## config.mk

```make
export PLATFORM = sky130hd
export DESIGN_NAME = mem_port_arbiter_flat
export DESIGN_NICKNAME = d
export VERILOG_FILES = /design/src/rtl/mem_port_arbiter_if.sv /design/src/rtl/mem_port_arbiter.sv /design/src/flat_wrapper.sv
export SDC_FILE = /design/constraint.sdc
export NUM_CORES = 1
export LEC_CHECK = 0
export CAP_MARGIN = 30
export CORE_MARGIN = 3
export CORE_UTILIZATION = 40
export DETAILED_ROUTE_END_ITERATION = 12
export GPL_TIMING_DRIVEN = 0
export PLACE_DENSITY_LB_ADDON = 0.25
export SKIP_LAST_GASP = 1
export SYNTH_ARGS = -nofsm -noshare
export SYNTH_HDL_FRONTEND = slang
export SYNTH_SLANG_ARGS = --single-unit
```

## constraint.sdc

```tcl
create_clock -name clk -period 2.2 [get_ports clk]
set_input_delay 0.55 -clock clk [delete_from_list [all_inputs] [get_ports clk]]
set_output_delay 0.55 -clock clk [all_outputs]
set_load 0.1 [all_outputs]
```

## src/rtl/mem_port_arbiter_if.sv

```systemverilog
// Bus bundle for mem_port_arbiter: fetch request side, load/store request side,
// single-ported memory side and the per-stage stall/error lines.
interface mem_port_arbiter_if #(
  parameter int ADDR_W = 32,
  parameter int DATA_W = 32
);
  logic              im_req;
  logic [ADDR_W-1:0] im_addr;
  logic [DATA_W-1:0] im_rdata;
  logic              im_ready;

  logic              dm_req;
  logic [3:0]        dm_we;
  logic [ADDR_W-1:0] dm_addr;
  logic [DATA_W-1:0] dm_wdata;
  logic [DATA_W-1:0] dm_rdata;
  logic              dm_ready;

  logic              mem_req;
  logic [3:0]        mem_we;
  logic [ADDR_W-1:0] mem_addr;
  logic [DATA_W-1:0] mem_wdata;
  logic              mem_ack;
  logic [DATA_W-1:0] mem_rdata;

  logic              stall_if;
  logic              stall_mem;
  logic              err;

  // The arbiter serves requesters and drives the memory port.
  modport slave (
    input  im_req, im_addr, dm_req, dm_we, dm_addr, dm_wdata, mem_ack, mem_rdata,
    output im_rdata, im_ready, dm_rdata, dm_ready,
    output mem_req, mem_we, mem_addr, mem_wdata, stall_if, stall_mem, err
  );

  // Environment side: pipeline stages plus the memory model.
  modport master (
    output im_req, im_addr, dm_req, dm_we, dm_addr, dm_wdata, mem_ack, mem_rdata,
    input  im_rdata, im_ready, dm_rdata, dm_ready,
    input  mem_req, mem_we, mem_addr, mem_wdata, stall_if, stall_mem, err
  );
endinterface

```

## src/rtl/mem_port_arbiter.sv

```systemverilog
// Shares one single-ported memory between fetch (IM) and load/store (DM), one transaction at a time.
// Define ROUND_ROBIN_EN to alternate grants on ties; otherwise DM always beats IM.
module mem_port_arbiter #(
  parameter int ADDR_W   = 32,
  parameter int DATA_W   = 32,
  parameter int MAX_WAIT = 16
) (
  input logic               clk,
  input logic               rst,
  mem_port_arbiter_if.slave bus
);

  localparam int CNT_W = $clog2(MAX_WAIT + 1);

  typedef enum logic [1:0] {
    IDLE  = 2'd0,
    GNT_I = 2'd1,
    GNT_D = 2'd2
  } state_e;

  state_e            state_q;
  logic [CNT_W-1:0]  cnt_q;
  logic              mem_req_q;
  logic [3:0]        mem_we_q;
  logic [ADDR_W-1:0] mem_addr_q;
  logic [DATA_W-1:0] mem_wdata_q;
  logic [DATA_W-1:0] im_rdata_q;
  logic              im_ready_q;
  logic [DATA_W-1:0] dm_rdata_q;
  logic              dm_ready_q;
  logic              err_q;
`ifdef ROUND_ROBIN_EN
  logic              last_dm_q;
`endif

  logic im_elig_s;
  logic dm_elig_s;
  logic pick_dm_s;

  // A side whose ready pulse is high this cycle is not eligible, so a held request is not re-granted.
  always_comb begin
    im_elig_s = bus.im_req & ~im_ready_q;
    dm_elig_s = bus.dm_req & ~dm_ready_q;
`ifdef ROUND_ROBIN_EN
    if (im_elig_s && dm_elig_s) begin
      pick_dm_s = ~last_dm_q;
    end else begin
      pick_dm_s = dm_elig_s;
    end
`else
    pick_dm_s = dm_elig_s;
`endif
  end

  // Grant FSM with wait counter; all outputs are registered here.
  always_ff @(posedge clk) begin
    if (rst) begin
      state_q     <= IDLE;
      cnt_q       <= {CNT_W{1'b0}};
      mem_req_q   <= 1'b0;
      mem_we_q    <= 4'b0000;
      mem_addr_q  <= {ADDR_W{1'b0}};
      mem_wdata_q <= {DATA_W{1'b0}};
      im_rdata_q  <= {DATA_W{1'b0}};
      im_ready_q  <= 1'b0;
      dm_rdata_q  <= {DATA_W{1'b0}};
      dm_ready_q  <= 1'b0;
      err_q       <= 1'b0;
`ifdef ROUND_ROBIN_EN
      last_dm_q   <= 1'b0;
`endif
    end else begin
      im_ready_q <= 1'b0;
      dm_ready_q <= 1'b0;
      err_q      <= 1'b0;
      case (state_q)
        IDLE: begin
          if (im_elig_s || dm_elig_s) begin
            mem_req_q <= 1'b1;
            cnt_q     <= {{(CNT_W-1){1'b0}}, 1'b1};
            if (pick_dm_s) begin
              mem_we_q    <= bus.dm_we;
              mem_addr_q  <= bus.dm_addr;
              mem_wdata_q <= bus.dm_wdata;
              state_q     <= GNT_D;
`ifdef ROUND_ROBIN_EN
              last_dm_q   <= 1'b1;
`endif
            end else begin
              mem_we_q    <= 4'b0000;
              mem_addr_q  <= bus.im_addr;
              mem_wdata_q <= {DATA_W{1'b0}};
              state_q     <= GNT_I;
`ifdef ROUND_ROBIN_EN
              last_dm_q   <= 1'b0;
`endif
            end
          end else begin
            cnt_q <= {CNT_W{1'b0}};
          end
        end
        GNT_I, GNT_D: begin
          // An ack in the same cycle the limit is reached still completes normally.
          if (bus.mem_ack) begin
            mem_req_q <= 1'b0;
            cnt_q     <= {CNT_W{1'b0}};
            state_q   <= IDLE;
            if (state_q == GNT_D) begin
              dm_ready_q <= 1'b1;
              dm_rdata_q <= (mem_we_q == 4'b0000) ? bus.mem_rdata : {DATA_W{1'b0}};
            end else begin
              im_ready_q <= 1'b1;
              im_rdata_q <= bus.mem_rdata;
            end
          end else if (cnt_q == CNT_W'(MAX_WAIT)) begin
            mem_req_q <= 1'b0;
            cnt_q     <= {CNT_W{1'b0}};
            state_q   <= IDLE;
            err_q     <= 1'b1;
            if (state_q == GNT_D) begin
              dm_ready_q <= 1'b1;
              dm_rdata_q <= {DATA_W{1'b0}};
            end else begin
              im_ready_q <= 1'b1;
              im_rdata_q <= {DATA_W{1'b0}};
            end
          end else begin
            cnt_q <= cnt_q + 1'b1;
          end
        end
        default: begin
          state_q   <= IDLE;
          mem_req_q <= 1'b0;
          cnt_q     <= {CNT_W{1'b0}};
        end
      endcase
    end
  end

  assign bus.mem_req   = mem_req_q;
  assign bus.mem_we    = mem_we_q;
  assign bus.mem_addr  = mem_addr_q;
  assign bus.mem_wdata = mem_wdata_q;
  assign bus.im_rdata  = im_rdata_q;
  assign bus.im_ready  = im_ready_q;
  assign bus.dm_rdata  = dm_rdata_q;
  assign bus.dm_ready  = dm_ready_q;
  assign bus.err       = err_q;
  assign bus.stall_if  = bus.im_req & ~im_ready_q;
  assign bus.stall_mem = bus.dm_req & ~dm_ready_q;

  // Requesters must hold their request until the grant completes.
  im_held_a: assert property (@(posedge clk) disable iff (rst) (state_q == GNT_I) |-> bus.im_req);
  dm_held_a: assert property (@(posedge clk) disable iff (rst) (state_q == GNT_D) |-> bus.dm_req);

endmodule

```

## src/flat_wrapper.sv

```systemverilog
// flat-port wrapper written by rule: the top's interface ports become plain ports
module mem_port_arbiter_flat 
#(
  parameter int ADDR_W   = 32,
  parameter int DATA_W   = 32,
  parameter int MAX_WAIT = 16
)
  (clk, rst, bus_im_req, bus_im_addr, bus_dm_req, bus_dm_we, bus_dm_addr, bus_dm_wdata, bus_mem_ack, bus_mem_rdata, bus_im_rdata, bus_im_ready, bus_dm_rdata, bus_dm_ready, bus_mem_req, bus_mem_we, bus_mem_addr, bus_mem_wdata, bus_stall_if, bus_stall_mem, bus_err);
  mem_port_arbiter_if #(.ADDR_W(ADDR_W), .DATA_W(DATA_W)) bus_i ();
  input logic clk;
  input logic rst;
  input wire logic [$bits(bus_i.im_req)-1:0] bus_im_req;
  input wire logic [$bits(bus_i.im_addr)-1:0] bus_im_addr;
  input wire logic [$bits(bus_i.dm_req)-1:0] bus_dm_req;
  input wire logic [$bits(bus_i.dm_we)-1:0] bus_dm_we;
  input wire logic [$bits(bus_i.dm_addr)-1:0] bus_dm_addr;
  input wire logic [$bits(bus_i.dm_wdata)-1:0] bus_dm_wdata;
  input wire logic [$bits(bus_i.mem_ack)-1:0] bus_mem_ack;
  input wire logic [$bits(bus_i.mem_rdata)-1:0] bus_mem_rdata;
  output wire logic [$bits(bus_i.im_rdata)-1:0] bus_im_rdata;
  output wire logic [$bits(bus_i.im_ready)-1:0] bus_im_ready;
  output wire logic [$bits(bus_i.dm_rdata)-1:0] bus_dm_rdata;
  output wire logic [$bits(bus_i.dm_ready)-1:0] bus_dm_ready;
  output wire logic [$bits(bus_i.mem_req)-1:0] bus_mem_req;
  output wire logic [$bits(bus_i.mem_we)-1:0] bus_mem_we;
  output wire logic [$bits(bus_i.mem_addr)-1:0] bus_mem_addr;
  output wire logic [$bits(bus_i.mem_wdata)-1:0] bus_mem_wdata;
  output wire logic [$bits(bus_i.stall_if)-1:0] bus_stall_if;
  output wire logic [$bits(bus_i.stall_mem)-1:0] bus_stall_mem;
  output wire logic [$bits(bus_i.err)-1:0] bus_err;
  assign bus_i.im_req = bus_im_req;
  assign bus_i.im_addr = bus_im_addr;
  assign bus_i.dm_req = bus_dm_req;
  assign bus_i.dm_we = bus_dm_we;
  assign bus_i.dm_addr = bus_dm_addr;
  assign bus_i.dm_wdata = bus_dm_wdata;
  assign bus_i.mem_ack = bus_mem_ack;
  assign bus_i.mem_rdata = bus_mem_rdata;
  assign bus_im_rdata = bus_i.im_rdata;
  assign bus_im_ready = bus_i.im_ready;
  assign bus_dm_rdata = bus_i.dm_rdata;
  assign bus_dm_ready = bus_i.dm_ready;
  assign bus_mem_req = bus_i.mem_req;
  assign bus_mem_we = bus_i.mem_we;
  assign bus_mem_addr = bus_i.mem_addr;
  assign bus_mem_wdata = bus_i.mem_wdata;
  assign bus_stall_if = bus_i.stall_if;
  assign bus_stall_mem = bus_i.stall_mem;
  assign bus_err = bus_i.err;
  mem_port_arbiter #(.ADDR_W(ADDR_W), .DATA_W(DATA_W), .MAX_WAIT(MAX_WAIT)) u_core (.clk(clk), .rst(rst), .bus(bus_i));
endmodule
```

==> summary.json <==
{
  "status": {"value": "finished clean"},
  "via_count": {"value": 5679},
  "crit_path_start_kind": {"value": "input pin"},
  "io_buffer_count": {"value": 273},
  "avgRoutedWirePerCell": {"value": 17.1, "unit": "µm"},
  "worstPathArrival": {"value": 1630, "unit": "ps"},
  "route.antenna.remaining_nets": {"value": 0},
  "finalPower": {"value": 0.00878, "unit": "W"},
  "critical_path.n_buffers_inverters": {"value": 5},
  "root_buffer": {"value": "clkbuf_16"},
  "clock_insertion_delay_worst_skew": {"value": 420, "unit": "ps"},
  "number_of_cells_produced_by_synthesis": {"value": 607},
  "grt_antenna_before_repair": {"value": 0},
  "first_global_vias": {"value": 5657},
  "cts_repair_resize_count": {"value": 179},
  "worst_path_largest_cell_delay": {"value": 460, "unit": "ps"},
  "final_core_utilization": {"value": 0.690},
  "netlist_area": {"value": 5420, "unit": "µm²"},
  "p_int": {"value": 0.00554, "unit": "W"},
  "share_clk_of_total_power": {"value": 0.357},
  "area_delta_synth_final": {"value": 64.7, "unit": "%"},
  "post_route_cells_drive_above_1_share": {"value": 0.102},
  "antenna-diode-count": {"value": 0},
  "grt_first_pass_wirelength": {"value": 28.8, "unit": "mm"},
  "yosysWarnings": {"value": 0},
  "cts_max_level": {"value": 4},
  "holdWs": {"value": 462, "unit": "ps"},
  "tightest_slew": {"value": 996, "unit": "ps"},
  "synth.lib_cells_used.distinct": {"value": 35},
  "synth_async_sr_flop_share": {"value": 0},
  "number_of_enable_flip_flop_cells_after_synthesis": {"value": 0},
  "synth_area_leaders": {"value": "dfxtp_1 (53%), a22oi_1 (9.6%), nor2_1 (7.1%), a311oi_1 (5.2%), nand2_1 (4.6%)"},
  "hold_path_depth": {"value": 2},
  "final_net_count": {"value": 1041},
  "worstSetupPathDepth": {"value": 6},
  "synthDominantAreaCellType": {"value": "dfxtp_1"},
  "die-area": {"value": 15000, "unit": "µm²"},
  "groute.usage.overall": {"value": 0.245},
  "gp_routability_congestion": {"value": 0.837},
  "place_hpwl": {"value": 14.0, "unit": "mm"},
  "worst_path_cell_trace": {"value": "clkdlybuf4s50_1, nand2b_1, buf_6, inv_8, buf_8, buf_12"},
  "static-leakage-power": {"value": 3.65, "unit": "nW"},
  "final.setup.tns": {"value": 0, "unit": "ps"},
  "synth_top_flop_cell": {"value": "dfxtp_1"},
  "ys_ff_latch": {"value": 143},
  "total_switching_power": {"value": 0.00323, "unit": "W"},
  "drt_iter0_markers": {"value": 447},
  "fillerInstances": {"value": 1070},
  "clock_tree_from_tritoncts": {"value": "built"},
  "timing_worst_setup_path_type": {"value": "input pin to output port"},
  "layout_worst_path_cycle_share": {"value": 0.990},
  "cts-root-to-sink-buffers": {"value": 2},
  "ratio_of_total_power_to_cell_area": {"value": 984, "unit": "nW/µm²"},
  "largest_net_degree_at_the_start_of_global_routing": {"value": 17},
  "slew_headroom": {"value": 0.339},
  "detail_route.wirelength": {"value": 18.5, "unit": "mm"},
  "cp-end-kind": {"value": "output port"},
  "drc_errors": {"value": 0},
  "vdd.ir_drop.worst": {"value": 574, "unit": "µV"},
  "synth_seq_area_share": {"value": 0.529},
  "rsz0062_at_grt": {"value": "true"},
  "die_h": {"value": 122, "unit": "µm"},
  "core_region_area": {"value": 12900, "unit": "µm²"},
  "swShare": {"value": 0.369},
  "ctsHoldBuffers": {"value": 0},
  "combinational_group_share_of_total_power": {"value": 0.312},
  "rows": {"value": 41},
  "clock.fmax": {"value": 0.459, "unit": "GHz"},
  "drtPass1Iterations": {"value": 6},
  "start_util": {"value": 0.419},
  "final.min_clock_period": {"value": 2180, "unit": "ps"},
  "grt-ovfl-total": {"value": 0},
  "route.detailed.vias_per_inst": {"value": 5.24},
  "cts_setup_buffers": {"value": 0},
  "cp_max_fo": {"value": 10},
  "power.sequential.fraction": {"value": 0.331},
  "syn_avg_cell_area": {"value": 8.92, "unit": "µm²"},
  "cts.sinks": {"value": 143},
  "hp-class": {"value": "register to register"},
  "cts_made_buffers": {"value": 17},
  "io_pins": {"value": 275},
  "cpMaxStageDelayCell": {"value": "clkdlybuf4s50_1"},
  "synth_top_area_share": {"value": 0.529},
  "number_of_setup_violations_in_the_final_report": {"value": 0},
  "reg2reg_slack": {"value": 230, "unit": "ps"},
  "clock_skew": {"value": 5.36, "unit": "ps"},
  "timing.reg2reg.worst_path_depth": {"value": 7},
  "maxCapViolCount": {"value": 0},
  "final-max-slew-violation-count": {"value": 0},
  "finalHoldViolCount": {"value": 0},
  "syn_nets": {"value": 749},
  "cts.reportedPaths.clkPinSlew": {"value": 60, "unit": "ps"},
  "floorplan.die.width": {"value": 122, "unit": "µm"},
  "timing.critical_path.max_delay_family": {"value": "buffers and inverters"},
  "timing.critical_path.required": {"value": 1650, "unit": "ps"}
}
power by group through the flow:
| stage | registers [W] | logic [W] | clock network (W) |
|---|---|---|---|
| final | 0.00291 | 0.00274 | 0.00313 |
| after global routing | 0.00293 | 0.00287 | 0.00327 |
| after CTS | 0.00290 | 0.00273 | 0.00316 |
| after detailed placement | 0.00296 | 0.00284 | 0 |
| after global placement | 0.00295 | 0.00280 | 0 |
| after floorplan | 0.00434 | 0.000621 | 0 |
area by class of cell:
| type | count | area [µm²] | area share |
|---|---|---|---|
| Timing Repair Buffer | 273 | 2590 | 0.291 |
| Sequential cell | 143 | 2870 | 0.321 |
| Buffer | 51 | 256 | 0.0288 |
| Multi-Input combinational cell | 404 | 2290 | 0.257 |
| Inverter | 9 | 45.0 | 0.00505 |
| Clock buffer | 21 | 460 | 0.0516 |
| Clock inverter | 11 | 186 | 0.0209 |
| Tap cell | 172 | 215 | 0.0241 |
cells by family (layout without fill, tap and decap cells):
| kind of cell | after synthesis | count (layout) | synth area share |
|---|---|---|---|
| compound gates | 144 | 144 | 0.195 |
| flops | 143 | 143 | 0.529 |
| simple gates | 252 | 252 | 0.209 |
| xor+xnor | 3 | 3 | 0.00485 |
| buf+inv | 60 | 365 | 0.0511 |
| fa+ha+maj | 5 | 5 | 0.0116 |
routing by layer:
metal,vias to the layer above,track usage,share of wire
met4,0,0.100,0.022
met5,-,0,0
li1,2722,-,-
met2,249,0.424,0.50
met3,31,0.0770,0.084
met1,2677,0.279,0.39
per-stage QoR:
stage / area (µm²) / std cells / worst slack (ps)
floorplan: 5430 / 607 / 10.4
global placement: 8380 / 1052 / -1060
detailed placement: 8380 / 1052 / -1060
CTS: 8900 / 1084 / -228
global route: 8920 / 1084 / -42.1
finish: 8920 / 1084 / 22.9
layout by cell type, fill, tap and decap left out, drive strengths merged, types with 4 or more instances in the layout:
| master | synthesis | final |
|---|---|---|
| a21oi | 4 | 4 |
| a22oi | 69 | 69 |
| a311oi | 32 | 32 |
| buf | 22 | 24 |
| bufinv | 0 | 5 |
| clkbuf | 29 | 71 |
| clkdlybuf4s15 | 0 | 77 |
| clkdlybuf4s50 | 0 | 135 |
| clkinv | 0 | 5 |
| dfxtp | 143 | 143 |
| dlygate4sd2 | 0 | 38 |
| ha | 5 | 5 |
| inv | 9 | 8 |
| nand2 | 67 | 67 |
| nand2b | 35 | 35 |
| nand3 | 35 | 35 |
| nor2 | 102 | 102 |
| nor3 | 6 | 6 |
| o21ai | 34 | 34 |
state kept, by name (all words and copies together) (netlist names):
signal and count:
u_core.bus.dm_rdata 32, u_core.bus.im_rdata 32, u_core.bus.mem_addr 32, u_core.bus.mem_wdata 32
u_core.cnt_q 5, u_core.bus.mem_we 4, u_core.state_q 2, u_core.bus.dm_ready 1
u_core.bus.err 1, u_core.bus.im_ready 1, u_core.bus.mem_req 1
Yosys cell counts (2+ instances only):
| cell type | count |
|---|---|
| ha_1 | 5 |
| nand3_1 | 35 |
| nand2_1 | 67 |
| buf_2 | 17 |
| nand2b_1 | 35 |
| o21ai_0 | 3 |
| a21oi_1 | 2 |
| clkbuf_2 | 3 |
| o21ai_1 | 30 |
| a22oi_1 | 69 |
| inv_1 | 7 |
| nor2_1 | 102 |
| a211oi_1 | 2 |
| dfxtp_1 | 143 |
| nor4_1 | 2 |
| clkbuf_1 | 26 |
| nor3_1 | 5 |
| buf_6 | 3 |
| a21oi_4 | 2 |
| a311oi_1 | 32 |
| xor2_1 | 2 |
| inv_2 | 2 |
tightest hold or removal path, stage by stage, from the launching register on:
cell and delay (ps):
dfxtp_1 310, nand2b_1 60, o21ai_1 50
final timing paths:
path                                              start                      end
worst max-delay path                         bus_dm_req            bus_stall_mem
worst min-delay path            u_core.bus.dm_rdata[11]  u_core.bus.dm_rdata[11]
worst max register to register        u_core.state_q[0]   u_core.bus.im_rdata[7]
worst min register to register  u_core.bus.dm_rdata[11]  u_core.bus.dm_rdata[11]
Note: power is estimated with default switching activity, not from simulation.
==> RTL edit 1, RTL diff (same flow settings) <==
Build with the macro `ROUND_ROBIN_EN` defined.
--- a/src/rtl/mem_port_arbiter.sv
+++ b/src/rtl/mem_port_arbiter.sv
@@ -2,2 +2,4 @@
 // Define ROUND_ROBIN_EN to alternate grants on ties; otherwise DM always beats IM.
+`define ROUND_ROBIN_EN
+
 module mem_port_arbiter #(
Formal check against the unedited RTL: no difference found for any inputs over 4 cycles, from zero or initial values and one cycle with rst high; that may be too few to reach the edited logic, so the function may still have changed.
==> RTL edit 1 against the original RTL <==
Routed wire length is 3.4% lower; critical path depth is 5 lower; count of clock-buffer cells in the layout is 2 higher; total power is 3.2% higher; synthesized cell count is 1.3% higher; clock skew is 0.0011 ns lower; area after synthesis is 2.0% higher; via count is 1.9% lower; final cell count is 1.2% higher; worst setup slack better by 0.0059 ns; sequential cell count is 1 higher; combinational power is 11% higher; design area is 1.7% higher; critical path type is now flop to output port; critical endpoint is now bus_dm_rdata[0]; largest cell class is now non-clock buffers; largest power group unchanged.
==> RTL edit 1: results (changes against the original RTL) <==
INFO  outcome        status=finished, final reports clean
INFO  finish         post_layout_nonfiller_instances=1097 [+1.2%]
INFO  route          route.final.wire_length=17900um [-3.4%]
INFO  placement      globalplace.congestion=0.800 [-4.4%]
INFO  finish         design_area=0.00907mm^2 [+1.7%]
INFO  grt            globalRouteMet2Util=37.6% [-4.8 points]
INFO  placement      place_area=0.00857mm^2 [+2.3%]
INFO  grt            gr-usage-met3=7.69% [-0.011 points]
INFO  synthesis      synth.lib_cells_used.distinct=39 [+11%]
INFO  power_and_ir_drop power.total=0.00906W [+3.2%]
INFO  route          met3_length=1550um [-0.26%]
INFO  synthesis      post_synth_fa_ha_maj_area_fraction=1.13% [-0.022 points]
INFO  grt            grt_pass1_wl=27300um [-5.2%]
INFO  placement      place_ws=-0.498ns [+0.562 ns]
INFO  timing         timing.max_slew.rel_slack=32.5% [-1.4 points]
INFO  synthesis      compound_gate_portion_of_the_synthesized_area=21.9% [+2.5 points]
INFO  grt            number_of_global_route_vias_before_repair=5385 [-4.8%]
INFO  placement      count_of_input_and_output_buffers=274 [+0.37%]
INFO  synthesis      synth.cells.most_frequent=144 x sky130_fd_sc_hd__dfxtp_1, 104 x sky130_fd_sc_hd__nor2_1, 68 x sky130_fd_sc_hd__a22oi_1
INFO  grt            groute.layer.met1.usage=27.6% [-0.33 points]
INFO  synthesis      seq_area_frac_synth=52.2% [-0.67 points]
INFO  power_and_ir_drop sw_frac_of_total=38.1% [+1.2 points]
INFO  grt            grt_util_all_layers=22.8% [-1.6 points]
INFO  synthesis      netlist_top_cells_area=sky130_fd_sc_hd__dfxtp_1 52%, sky130_fd_sc_hd__a22oi_1 9.2%, sky130_fd_sc_hd__nor2_1 7.1%
INFO  placement      hpwlAfterDp=13600um [-3.2%]
INFO  setup_path     critical-path-slowest-cell=sky130_fd_sc_hd__dlygate4sd2_1
INFO  synthesis      synthesized_net_count=757 [+1.1%]
INFO  route          firstDrtPassIters=4 [-2]
INFO  power_and_ir_drop static-leakage-power=3.86nW [+5.7%]
RTL edit 1: layout make-up:
type                    count  area (um^2)  area share, %
clock buffers              23          488           5.38
well taps                 176          220           2.43
plain buffers              52          269           2.96
inverters                   7         26.3          0.290
flip-flops and latches    144         2890           31.8
multi-input cells         411         2350           25.9
repair buffers            275         2680           29.6
clock inverters             9          154           1.70
RTL edit 1: path summary, 6_finish.rpt:
| kind | startpoint | to | slack, ns | cells after the start |
|---|---|---|---|---|
| worst max-delay path | u_core.bus.dm_rdata[0] | bus_dm_rdata[0] | 0.03 | 1 |
| worst min-delay path | u_core.bus.dm_rdata[7] | u_core.bus.dm_rdata[7] | 0.46 | 2 |
| worst min register to register | u_core.bus.dm_rdata[7] | u_core.bus.dm_rdata[7] | 0.46 | 2 |
| worst max register to register | u_core.state_q[0] | u_core.bus.im_rdata[24] | 0.23 | 7 |
RTL edit 1: repair_timing:
item	in CTS	in global routing
hold endpoints to repair	0	0
resized for setup	149	56
setup endpoints to repair	168	125
pin swaps	0	0
==> RTL edit 2, RTL diff (same settings) <==
Made on the original files. The 3 states of `state_e` get a one-hot encoding in 3 bits.
--- a/src/rtl/mem_port_arbiter.sv
+++ b/src/rtl/mem_port_arbiter.sv
@@ -14,6 +14,6 @@
 
-  typedef enum logic [1:0] {
-    IDLE  = 2'd0,
-    GNT_I = 2'd1,
-    GNT_D = 2'd2
+  typedef enum logic [2:0] {
+    IDLE  = 3'b001,
+    GNT_I = 3'b010,
+    GNT_D = 3'b100
   } state_e;
Behaviour: no difference found for any inputs over 4 cycles, from zero or initial values and one cycle with rst high; so few cycles prove little.
==> RTL edit 2 against the original RTL <==
Sequential power down 2%; worst setup slack better by 0.0081 ns; routed wire length down 1.9%; design area down 1.3%; total power down 6.8%; fmax up 0.37%; sequential cell count up 1; area after synthesis down 3.1%; critical path type unchanged; critical endpoint unchanged; largest power group unchanged; highest routed layer unchanged.
==> RTL edit 2: results (changes against the original RTL) <==
INFO  finish         antennaDiodeCount=0 [unchanged]
INFO  grt            grt-ovfl-total=0 [unchanged]
INFO  placement      place_ws=-1.31ns [-0.249 ns]
INFO  placement      globalplace.congestion=0.851 [+1.7%]
INFO  finish         fillerInstances=1021 [-4.6%]
INFO  clocking       cts_buffer_count=17 [unchanged]
INFO  route          route.detailed.vias_per_inst=5.40 [+3.0%]
INFO  power_and_ir_drop static-leakage-power=3.66nW [+0.34%]
INFO  route          routed-via-count=5343 [-5.9%]
INFO  synthesis      synth.lib_cells_used.distinct=40 [+14%]
INFO  worst_hold_path worst_hold_path_type=flop to flop
INFO  placement      place.detailed.instances=954 [-9.3%]
INFO  finish         post_route_cells_drive_above_1_share=11.7% [+1.5 points]
INFO  timing         timing.clock.skew=0.00871ns [+0.00335 ns]
INFO  route          firstDrtPassIters=5 [-1]
INFO  grt            grt_pass1_wl=27800um [-3.4%]
INFO  synthesis      synthesized_net_count=648 [-13%]
INFO  finish         nNetsFinal=944 [-9.3%]
INFO  outcome        status=finished, final reports clean
INFO  power_and_ir_drop sw_frac_of_total=33.4% [-3.5 points]
INFO  grt            antenna_violations_before_repair=0 [unchanged]
INFO  power_and_ir_drop comb_power_share=26.9% [-4.3 points]
INFO  synthesis      seq_area_frac_synth=54.9% [+2.1 points]
INFO  grt            grt_util_all_layers=24.2% [-0.25 points]
INFO  synthesis      netlist_top_cells_area=sky130_fd_sc_hd__dfxtp_1 55%, sky130_fd_sc_hd__a32o_1 12%, sky130_fd_sc_hd__nor2_1 5.2%
INFO  placement      count_of_input_and_output_buffers=273 [unchanged]
INFO  power_and_ir_drop peakVddDrop=542uV [-5.5%]
INFO  setup_path     critical-path-slowest-cell=sky130_fd_sc_hd__clkdlybuf4s50_1
INFO  power_and_ir_drop seq_power_share=34.9% [+1.8 points]
INFO  route          routedWlPerCell=18.4um [+7.4%]
INFO  synthesis      number_of_instances_in_the_synthesized_netlist=509 [-16%]
INFO  synthesis      yosys_warnings=0 [unchanged]
INFO  setup_path     worstPathMaxFanout=9 [-1]
INFO  clocking       htree_levels=4 [unchanged]
INFO  synthesis      ys_dominant_reg_cell=sky130_fd_sc_hd__dfxtp_1
INFO  setup_path     cp_arrival=1.62ns
INFO  route          drt_iter0_drc=257 [-43%]
INFO  synthesis      async_flop_share=0% [unchanged]
INFO  synthesis      synth.cells.most_frequent=144 x sky130_fd_sc_hd__dfxtp_1, 73 x sky130_fd_sc_hd__nor2_1, 64 x sky130_fd_sc_hd__a32o_1, 64 x sky130_fd_sc_hd__nand2_1, 36 x sky130_fd_sc_hd__a22oi_1
INFO  placement      hpwlAfterDp=13600um [-2.8%]
INFO  timing         worst_pin_slew=1.03ns [+0.0303 ns]
==> RTL edit 2: changes by cell type after synthesis, moves of 6 or more <==
| cell | change |
|---|---|
| sky130_fd_sc_hd__nand3_1 | -32 |
| sky130_fd_sc_hd__a311oi_1 | -10 |
| sky130_fd_sc_hd__a32o_1 | +64 |
| sky130_fd_sc_hd__buf_2 | -6 |
| sky130_fd_sc_hd__o21ai_1 | -30 |
| sky130_fd_sc_hd__buf_4 | +6 |
| sky130_fd_sc_hd__a22oi_1 | -33 |
| sky130_fd_sc_hd__a311oi_2 | +10 |
| sky130_fd_sc_hd__nor2_1 | -29 |
| sky130_fd_sc_hd__nand2b_1 | -34 |
==> RTL edit 2: through the flow <==
step / instance area, um^2 / setup TNS [ns] / util, % / power, W
2_1_floorplan: 5260 / 0 / - / 0.00447
3_3_place_gp: 8210 / -34.55 / 64.5 / 0.00514
3_5_place_dp: 8210 / -38.61 / 64.5 / 0.00518
4_1_cts: 8720 / -0.218 / 68.6 / 0.00821
5_1_grt: 8800 / -0.00526 / 69.2 / 0.00845
6_report: 8800 / 0 / 69.2 / 0.00818
==> RTL edit 2: routing by layer <==
metal,GRT usage [%],wire length [um],up-vias
met5,0,0,-
met2,41.1,8870,269
met1,27.3,6980,2542
met3,9.78,1930,25
li1,-,-,2507
met4,9.21,388,0
==> RTL edit 2: kinds of logic (layout without fill, tap and decap cells) <==
logic type,count (synthesis),after routing,synth area share [%]
AND/OR/NAND/NOR,162,162,13.6
flip-flops,144,144,54.9
AO/OA/AOI/OAI,142,142,25.3
buffers and inverters,55,364,5.12
XOR/XNOR,4,4,0.667
adder cells (fa/ha/maj),2,2,0.477
==> RTL edit 2: final timing paths <==
kind                           startpoint                      end  slack [ns]  cells after the start
setup / recovery               bus_dm_req            bus_stall_mem        0.03                      6
hold / removal    u_core.bus.im_rdata[17]  u_core.bus.im_rdata[17]        0.46                      1
setup reg to reg          u_core.cnt_q[0]  u_core.bus.im_rdata[22]        0.20                      7
hold reg to reg   u_core.bus.im_rdata[17]  u_core.bus.im_rdata[17]        0.46                      1
==> RTL edit 2: final cells by class <==
| type | instances | area, um^2 | area share [%] |
|---|---|---|---|
| flip-flops and latches | 144 | 2890 | 32.8 |
| repair buffers | 277 | 2640 | 29.9 |
| multi-input cells | 310 | 2110 | 24.0 |
| clock buffers | 24 | 512 | 5.81 |
| plain buffers | 50 | 272 | 3.08 |
| well taps | 172 | 215 | 2.44 |
| clock inverters | 8 | 149 | 1.69 |
| inverters | 5 | 26.3 | 0.298 |
==> RTL edit 2: timing repair <==
item,CTS,global route
buffers inserted,0,4
setup endpoints to repair,160,86
resized for setup,166,80
